==> src/rtl/riscv_lsu_split.sv <==
// riscv_lsu_split: registered LSU FSM. It splits misaligned accesses into two aligned beats and has a bus timeout.
// Define LSU_MISALIGN_SPLIT_EN to enable two-beat splitting; otherwise split accesses fault as misaligned.
module riscv_lsu_split #(
  parameter int ADDR_W  = 32,
  parameter int TIMEOUT = 255
) (
  input  logic              clk_i,
  input  logic              rst_i,
  input  logic              core_req_i,
  input  logic              core_we_i,
  input  logic [2:0]        core_size_i,
  input  logic [ADDR_W-1:0] core_addr_i,
  input  logic [31:0]       core_wd_i,
  output logic [31:0]       core_rd_o,
  output logic              core_stall_o,
  output logic              core_fault_o,
  output logic [1:0]        core_fault_cause_o,
  output logic              mem_req_o,
  output logic              mem_we_o,
  output logic [3:0]        mem_be_o,
  output logic [ADDR_W-1:0] mem_addr_o,
  output logic [31:0]       mem_wd_o,
  input  logic [31:0]       mem_rd_i,
  input  logic              mem_ready_i
);
`ifdef LSU_MISALIGN_SPLIT_EN
  localparam bit SPLIT_EN = 1'b1;
`else
  localparam bit SPLIT_EN = 1'b0;
`endif
  localparam int CW = $clog2(TIMEOUT + 2);
  typedef enum logic [1:0] {IDLE, BEAT0, BEAT1, DONE} state_t;
  state_t state, nxt;
  logic [ADDR_W-1:0] addr_q, a, b0_addr, maddr_n;
  logic [2:0] size_q, sz;
  logic we_q, we, split, tmo, req_n, we_n, fault_n;
  logic [31:0] wd_q, wd, rd0, rd1, rd0_n, rd1_n, sh, ext, mwd_n, rd_n;
  logic [1:0] off, cause_n;
  logic [3:0] base, be_n;
  logic [7:0] be8;
  logic [63:0] sd64;
  logic [CW-1:0] cnt, cnt_n;
  // In IDLE the beat-0 registers are loaded straight from the core inputs
  assign a       = state == IDLE ? core_addr_i : addr_q;
  assign sz      = state == IDLE ? core_size_i : size_q;
  assign we      = state == IDLE ? core_we_i : we_q;
  assign wd      = state == IDLE ? core_wd_i : wd_q;
  assign off     = a[1:0];
  assign base    = sz[1:0] == 2'b00 ? 4'b0001 : sz[1:0] == 2'b01 ? 4'b0011 : 4'b1111;
  assign be8     = {4'b0, base} << off;
  assign sd64    = {32'b0, wd} << {off, 3'b000};
  assign split   = |be8[7:4];
  assign b0_addr = {a[ADDR_W-1:2], 2'b00};
  assign tmo     = TIMEOUT != 0 && cnt == CW'(TIMEOUT - 1);
  assign rd0_n   = state == BEAT0 && mem_ready_i ? mem_rd_i : rd0;
  assign rd1_n   = state == BEAT1 && mem_ready_i ? mem_rd_i : rd1;
  assign sh      = 32'({rd1_n, rd0_n} >> {off, 3'b000});
  assign ext     = sz[1:0] == 2'b00 ? {{24{~sz[2] & sh[7]}}, sh[7:0]}
                 : sz[1:0] == 2'b01 ? {{16{~sz[2] & sh[15]}}, sh[15:0]} : sh;
  assign core_stall_o = state == IDLE ? core_req_i : state != DONE;
  always_comb begin
    nxt = state;
    req_n = 1'b0;
    we_n = 1'b0;
    be_n = 4'b0;
    maddr_n = '0;
    mwd_n = 32'b0;
    rd_n = 32'b0;
    fault_n = 1'b0;
    cause_n = 2'b00;
    cnt_n = '0;
    case (state)
      IDLE: if (core_req_i) begin
        if (!SPLIT_EN && split) begin
          nxt = DONE;
          fault_n = 1'b1;
          cause_n = 2'b01;
        end else begin
          nxt = BEAT0;
          req_n = 1'b1;
          we_n = we;
          be_n = be8[3:0];
          maddr_n = b0_addr;
          mwd_n = sd64[31:0];
        end
      end
      BEAT0, BEAT1: if (mem_ready_i) begin
        if (state == BEAT0 && SPLIT_EN && split) begin
          nxt = BEAT1;
          req_n = 1'b1;
          we_n = we_q;
          be_n = be8[7:4];
          maddr_n = b0_addr + ADDR_W'(4);
          mwd_n = sd64[63:32];
        end else begin
          nxt = DONE;
          rd_n = we_q ? 32'b0 : ext;
        end
      end else if (tmo) begin
        nxt = DONE;
        fault_n = 1'b1;
        cause_n = 2'b10;
      end else begin
        req_n = 1'b1;
        we_n = mem_we_o;
        be_n = mem_be_o;
        maddr_n = mem_addr_o;
        mwd_n = mem_wd_o;
        cnt_n = cnt + CW'(1);
      end
      DONE: nxt = IDLE;
    endcase
  end
  always_ff @(posedge clk_i or posedge rst_i) begin
    if (rst_i) begin
      state <= IDLE;
      addr_q <= '0;
      size_q <= 3'b0;
      we_q <= 1'b0;
      wd_q <= 32'b0;
      rd0 <= 32'b0;
      rd1 <= 32'b0;
      cnt <= '0;
      mem_req_o <= 1'b0;
      mem_we_o <= 1'b0;
      mem_be_o <= 4'b0;
      mem_addr_o <= '0;
      mem_wd_o <= 32'b0;
      core_rd_o <= 32'b0;
      core_fault_o <= 1'b0;
      core_fault_cause_o <= 2'b00;
    end else begin
      state <= nxt;
      if (state == IDLE && core_req_i) begin
        addr_q <= core_addr_i;
        size_q <= core_size_i;
        we_q <= core_we_i;
        wd_q <= core_wd_i;
      end
      rd0 <= rd0_n;
      rd1 <= rd1_n;
      cnt <= cnt_n;
      mem_req_o <= req_n;
      mem_we_o <= we_n;
      mem_be_o <= be_n;
      mem_addr_o <= maddr_n;
      mem_wd_o <= mwd_n;
      core_rd_o <= rd_n;
      core_fault_o <= fault_n;
      core_fault_cause_o <= cause_n;
    end
  end
endmodule

==> config.mk <==
export PLATFORM = sky130hd
export DESIGN_NAME = riscv_lsu_split
export DESIGN_NICKNAME = d
export VERILOG_FILES = /design/src/rtl/riscv_lsu_split.sv
export SDC_FILE = /design/constraint.sdc
export NUM_CORES = 1
export LEC_CHECK = 0
export BUFFER_PORTS_ARGS = -buffer_cell sky130_fd_sc_hd__buf_4
export CORE_ASPECT_RATIO = 0.9
export CORE_MARGIN = 2
export CORE_UTILIZATION = 45
export DETAILED_ROUTE_END_ITERATION = 16
export PLACE_DENSITY = 0.78
export SYNTH_ARGS = -nofsm -noshare
export SYNTH_HDL_FRONTEND = slang
export SYNTH_SLANG_ARGS = --single-unit
export TNS_END_PERCENT = 50
==> constraint.sdc <==
create_clock -name clk_i -period 15 [get_ports clk_i]
set_clock_uncertainty 0.05 [all_clocks]
set_input_delay 0.75 -clock clk_i [delete_from_list [all_inputs] [get_ports clk_i]]
set_output_delay 0.75 -clock clk_i [all_outputs]
set_load 0.03 [all_outputs]
==> results of run 1 <==
path summary, 6_finish.rpt:
kind,slack (ns),to,cells after the start,startpoint
max,11.31,core_rd_o[19],9,state[1]
min reg2reg,0.42,wd_q[29],2,wd_q[29]
max in group asynchronous,13.20,core_rd_o[19],3,rst_i
max reg2reg,11.31,core_rd_o[19],9,state[1]
min in group clk_i,0.40,wd_q[26],3,core_wd_i[26]
min,0.33,core_fault_cause_o[1],2,rst_i
layer usage:
metal / wire length [um] / vias up
li1: - / 3714
met3: 2170 / 54
met1: 11900 / 4064
met4: 729 / 0
met5: 0 / -
met2: 13800 / 348
power by group:
part | internal (mW) | switching [mW]
logic | 0.451 | 0.773
registers | 0.738 | 0.105
clock network | 0.331 | 0.225
placed cells by master (no fill, tap or decap), types with 3 or more instances in the layout:
| master | count |
|---|---|
| a221oi_1 | 6 |
| ha_1 | 5 |
| a211o_1 | 7 |
| and3_1 | 17 |
| nor2_1 | 19 |
| nand2_1 | 178 |
| xor2_1 | 4 |
| o22ai_1 | 4 |
| clkinv_2 | 6 |
| a31oi_1 | 8 |
| nor2b_1 | 17 |
| a22o_1 | 29 |
| a211oi_1 | 60 |
| clkbuf_8 | 3 |
| a32o_1 | 19 |
| nor3_1 | 6 |
| a21o_1 | 16 |
| a21oi_1 | 46 |
| o211ai_1 | 14 |
| nand2b_1 | 5 |
| dfrtp_1 | 208 |
| o21ai_1 | 14 |
| mux2_2 | 38 |
| nand3_1 | 7 |
| clkbuf_1 | 3 |
| nor3_2 | 12 |
| o211a_1 | 7 |
| o21ai_0 | 5 |
| or3_1 | 3 |
| clkbuf_16 | 23 |
| mux2i_1 | 50 |
| buf_4 | 220 |
| inv_1 | 27 |
through the flow:
| step | setup slack [ns] | utilization, % | total power [mW] |
|---|---|---|---|
| 3_5_place_dp | 11.42 | 53.7 | 2.06 |
| 4_1_cts | 11.40 | 57.1 | 2.62 |
| 2_1_floorplan | 8.52 | - | 1.70 |
| 3_3_place_gp | 11.55 | 53.7 | 2.03 |
| 5_1_grt | 11.04 | 57.1 | 2.77 |
| 6_report | 11.31 | 57.1 | 2.62 |
critical path: cells and delay by family (launching register included):
kind,cells,cell delay [ns]
buffers and inverters,3,1.15
AOI/OAI and AO/OA,2,1.12
DFF,1,0.41
and+or+nand+nor,2,0.35
muxes,1,0.23
adders and majority gates,1,0.17
flip-flops by register name, indices dropped and copies added, names as in the netlist, 3 cells and up:
register	count
mem_wd_o	32
rd1	24
cnt	9
core_rd_o	32
mem_be_o	4
mem_addr_o	30
size_q	3
rd0	32
wd_q	32
kinds of logic after synthesis:
family / after synthesis / synth area share [%]
AOI/OAI and AO/OA: 246 / 18.2
xor gates and xnor gates: 5 / 0.441
adders and majority gates: 6 / 0.757
buffers and inverters: 107 / 4.75
DFF: 208 / 52.5
muxes: 96 / 10.5
other: 1 / 0.0378
and+or+nand+nor: 276 / 12.8
layout make-up:
type                            instances  area, um2
Tap cell                              291        364
Timing Repair Buffer                  220       1650
Clock buffer                           29        628
Clock inverter                         11        115
Sequential cell                       208       5200
Inverter                               28        113
Fill cell                            1845       9270
Multi-Input combinational cell        631       4280
==> results.yml, run 1 <==
status:
  status: "complete, no violations"
logic_synthesis:
  yosysWarningCount: 0
  synthArstFlopShare_pct: 100
  syn_area_mm2: 0.00992
  yosys-top-cells-area: "dfrtp_1, nand2_1, mux2i_1, a211oi_1, mux2_2"
  netlist_instances: 945
  synth-edff-count: 0
  synth.top_cell.area_share_pct: 52.5
  ys_seq_area_share_pct: 52.5
  synth.avg_cell_area_um2: 10.5
  ys.flop_type: "dfrtp_1"
  ys_ff_latch: 208
  yosys.area.top_type: "dfrtp_1"
  synth_common_cells: "dfrtp_1, nand2_1, a211oi_1"
  yosys.cell_count.top_type: "dfrtp_1"
  yosys.cell_types.count: 56
global_routing:
  grtUsageMet2_pct: 38.8
  grt_start_max_net_pins: 146
  antenna_found_initial: 0
  grt_pass1_vias: 7892
  busiest_layer: "met2"
  grt_pass1_wl_mm: 44.1
  grtUsageTotal_pct: 24.1
  gr-usage-met3_pct: 5.04
  grt_use_met1_pct: 33.4
  globalRoute.totalOverflow: 0
timing:
  timing.hold.ws_ns: 0.334
  period_minus_slack_ns: 3.69
  max_slew_margin_pct: 20.2
  tightest_slew_ns: 1.20
  slew_violations: 0
  hold_viol: 0
  rsz0062_at_grt: "false"
  setup_viol: 0
  fin_crit_sh_pct: 24.6
  fmax_ghz: 0.271
  tns_ns: 0
power_and_ir_drop:
  powerDensity_mw_per_mm2: 212
  peakVddDrop_v: 0.000106
  power.leakage_nw: 6.25
die:
  pin_count: 210
  core-area_mm2: 0.0216
  dieArea_mm2: 0.0233
  die_y_um: 145
  rows: 51
  initial_core_util_pct: 45.9
  dieWidth_um: 161
cts:
  cts_setup_buffers: 0
  cts_made_buffers: 23
  clockBufferDepth: 3
  cts-root-buf: "clkbuf_16"
  clk_pin_slew_ns: 0.06
  cts_sinks: 208
  clk_latency_ns: 0.50
  ctsResizeCount: 0
  cts_tree: "done"
  holdBufCountCts: 0
  htree_levels: 1
final_layout:
  instances_no_fill: 1418
  drive_gt1_share_pct: 28.6
  stdcell_area_mm2: 0.0124
  antennaDiodeCount: 0
  num-nets-final: 1222
  syn_to_final_growth_pct: 24.6
placed_design:
  gp_congestion: 0.883
  place_area_mm2: 0.0116
  hpwl_mm: 19.7
  io_buffer_count: 207
  place_inst: 1378
routing:
  drt_pass1_iterations: 6
  drc_errors: 0
  wl_mm: 28.6
  drtAntennaViolNets: 0
  dr_total_vias: 8180
  drtIter0Drc: 709
  vias_per_cell: 5.77
  wl_per_cell_um: 20.2
setup_path:
  cp.arrival_ns: 3.98
  start_kind: "register"
  worst_setup_path_end_kind: "register"
  crit_type: "reg -> reg"
  slowest_stage: "a21oi_2"
  cp_max_fo: 71
  path_cells: "inv_1, ha_2, buf_4, mux2i_4, buf_4, nor2_1, a22oi_1, a21oi_2, nor3_2"
  cpMostUsedCell: "buf_4"
  max_stage_delay_ns: 0.96
  required_ns: 15.28
worst_hold_path:
  hold_class: "in -> async"
job:
  drv_cap: 0
No activity file was read; power rests on OpenSTA's default activity.
==> inputs of run 2 (changes only) <==
--- a/config.mk
+++ b/config.mk
@@ -5,12 +5,13 @@
 export SDC_FILE = /design/constraint.sdc
 export NUM_CORES = 1
 export LEC_CHECK = 0
+export ABC_AREA = 1
 export BUFFER_PORTS_ARGS = -buffer_cell sky130_fd_sc_hd__buf_4
 export CORE_ASPECT_RATIO = 0.9
 export CORE_MARGIN = 2
 export CORE_UTILIZATION = 45
 export DETAILED_ROUTE_END_ITERATION = 16
-export PLACE_DENSITY = 0.78
+export PLACE_DENSITY = 0.79
 export SYNTH_ARGS = -nofsm -noshare
 export SYNTH_HDL_FRONTEND = slang
 export SYNTH_SLANG_ARGS = --single-unit
==> constraint.sdc (replaced) <==
create_clock -name clk_i -period 3.36 [get_ports clk_i]
set_clock_uncertainty 0.05 [all_clocks]
set_input_delay 0.168 -clock clk_i [delete_from_list [all_inputs] [get_ports clk_i]]
set_output_delay 0.168 -clock clk_i [all_outputs]
set_load 0.03 [all_outputs]
==> run 2 against run 1 <==
Effect of this change: core utilization rose by 3.8 points; sequential power grew to 5.0 times the previous value; total power grew to 5.1 times the previous value; worst setup slack got worse by 11 ns; flip-flop and latch count is 30 higher; wire length up 16%; combinational power rose to 5.0 times the previous value; critical path type unchanged; final cell count increased by 46%; synthesized cell count increased by 53%; clock power rose to 5.4 times the previous value; synthesized area is 13% higher.
==> results.yml, run 2 <==
logic_synthesis:
  yosys.area.top_type: "dfrtp_1"
  ys_ff_latch: 238
  ys.flop_type: "dfrtp_1"
  synth_fa_ha_area_share_pct: 0.669
  synth-compound-area-share_pct: 12.4
  yosysWarningCount: 0
  synth_common_cells: "nand2_1, dfrtp_1, o21ai_0"
  muxShareOfSynthArea_pct: 0
  yosys-top-cells-area: "dfrtp_1, nand2_1, o21ai_0, inv_1, nor2_1"
  synth.avg_cell_area_um2: 7.76
  synth-xor-area-share_pct: 0.234
  synth.top_cell.area_share_pct: 53.1
  netlist_instances: 1446
  synthArstFlopShare_pct: 100
  yosys.cell_count.top_type: "nand2_1"
  synth_top_family_by_area: "simple AND/OR/NAND/NOR gates"
  ys_seq_area_share_pct: 53.1
  yosys.cell_types.count: 34
  synth-simple-area-share_pct: 25.3
  syn_area_mm2: 0.0112
  synth-edff-count: 0
power_and_ir_drop:
  peakVddDrop_v: 0.000583
  power.leakage_nw: 7.84
  powerDensity_mw_per_mm2: 896
setup_path:
  worst_setup_path_end_kind: "register"
  path_cells: "inv_1, ha_4, inv_2, nand2_1, nand2_2, buf_4, nand2_1, inv_1, nand2_1, nand3_1, nand2_1, nand2_1, nor2_1"
  crit_type: "reg -> reg"
  crit_buf_inv: 4
  start_kind: "register"
  required_ns: 3.69
  max_stage_delay_ns: 0.48
  cp_max_fo: 56
  cpMostUsedCell: "nand2_1"
  cpLargestDelayFamily: "buffers and inverters"
  slowest_stage: "buf_4"
  cp.arrival_ns: 3.22
timing:
  max_slew_margin_pct: 45.6
  final_critical_path_setup_slack_ns: 0.471
  tightest_slew_ns: 0.817
  timing.hold.ws_ns: 0.0235
  slew_violations: 0
  rsz0062_at_grt: "false"
  fmax_ghz: 0.346
  tns_ns: 0
  hold_viol: 0
  period_minus_slack_ns: 2.89
  setup_viol: 0
  fin_crit_sh_pct: 86.0
placed_design:
  gp_congestion: 0.871
  place_area_mm2: 0.0130
  pre_cts_slack_ns: 0.583
  hpwl_mm: 21.7
  io_buffer_count: 207
routing:
  drc_errors: 0
  drtIter0Drc: 877
  wl_per_cell_um: 16.0
  wl_mm: 33.1
  dr_total_vias: 10558
  drt_pass1_iterations: 8
  vias_per_cell: 5.09
  drtAntennaViolNets: 0
global_routing:
  grtUsageTotal_pct: 25.2
  grt_pass1_vias: 10462
  grt_pass1_wl_mm: 52.8
  antenna_found_initial: 6
  globalRoute.totalOverflow: 0
  grt_start_max_net_pins: 120
final_layout:
  drive_gt1_share_pct: 17.1
  layout_common_cells: "nand2_1, dfrtp_1, buf_4"
  final_common_cell: "nand2_1"
  syn_to_final_growth_pct: 32.5
  stdcell_area_mm2: 0.0149
  fin_util_pct: 60.9
  num-nets-final: 1825
cts:
  cts_sinks: 238
  cts_tree: "done"
  clockBufferDepth: 3
  clk_latency_ns: 0.53
  ctsResizeCount: 0
  cts_made_buffers: 26
  cts_setup_buffers: 0
  cts-root-buf: "clkbuf_16"
  holdBufCountCts: 94
  htree_levels: 1
  clk_pin_slew_ns: 0.06
die:
  dieWidth_um: 170
  rows: 54
  initial_core_util_pct: 46.0
  core-area_mm2: 0.0244
  dieArea_mm2: 0.0262
  pin_count: 210
  die_y_um: 154
status:
  status: "complete, no violations"
job:
  drv_cap: 0
worst_hold_path:
  hold_class: "in -> reg"
## run 2: cell types whose count changed in the layout (fill, tap and decap cells not counted), moves of 17 or more
| cell | delta |
|---|---|
| dlygate4sd3_1 | +94 |
| nor2_1 | +104 |
| nor2b_1 | -17 |
| a22o_1 | -29 |
| mux2i_1 | -50 |
| inv_1 | +113 |
| mux2_2 | -38 |
| dfrtp_1 | +30 |
| nand2_1 | +327 |
| o21ai_0 | +172 |
| nand3_1 | +59 |
| a32o_1 | -19 |
| a211oi_1 | -60 |
## run 2: tightest hold or removal path, stage by stage
cell,delay (ns)
buf_4,0.11
inv_1,0.09
o21ai_0,0.15
## run 2: worst paths after layout
path                               startpoint            end  slack, ns  cells past startpoint
worst min-delay path             mem_rd_i[17]        rd1[17]       0.02                      3
max in group asynchronous               rst_i         rd0[9]       2.18                      4
worst min register to register  mem_addr_o[5]  mem_addr_o[5]       0.43                      2
min in group asynchronous               rst_i  core_rd_o[15]       0.07                      3
worst max register to register       state[0]  core_rd_o[28]       0.47                     13
worst max-delay path                 state[0]  core_rd_o[28]       0.47                     13
## run 2: cell families (layout without fill, tap and decap cells)
family          after synthesis  in the layout
simple gates                719            719
buf+inv                     226            512
flops                       238            238
other cells                   1              7
compound gates              253            253
xor+xnor                      3              3
fa+ha+maj                     6              6
## run 2: routing by layer
| metal | global-route usage, % | part of all wire (%) |
|---|---|---|
| met1 | 32.9 | 41 |
| met4 | 8.42 | 3.4 |
| met2 | 40.7 | 47 |
| met5 | 0 | 0.039 |
| met3 | 6.72 | 8.8 |
## run 2: power by group
part	total, mW	internal [mW]	switching (mW)
combinational	6.10	1.92	4.18
sequential	4.22	3.82	0.397
clock	3.00	1.84	1.15
## run 2: final cells by class
type                       count  area [um2]
antenna                        5        12.5
clock buffer                  37         783
clock inverter                 9         124
fill                        2036        9530
inverter                     143         541
multi-input combinational    983        4360
sequential                   238        5960
tap                          336         420
timing repair buffer         323        2670
## run 2: stage by stage
stage	instances	total power, mW
floorplan	1447	8.43
global route	2072	14.3
global placement	1929	9.96
finish	2074	13.3
CTS	2069	13.3
detailed placement	1929	10.1
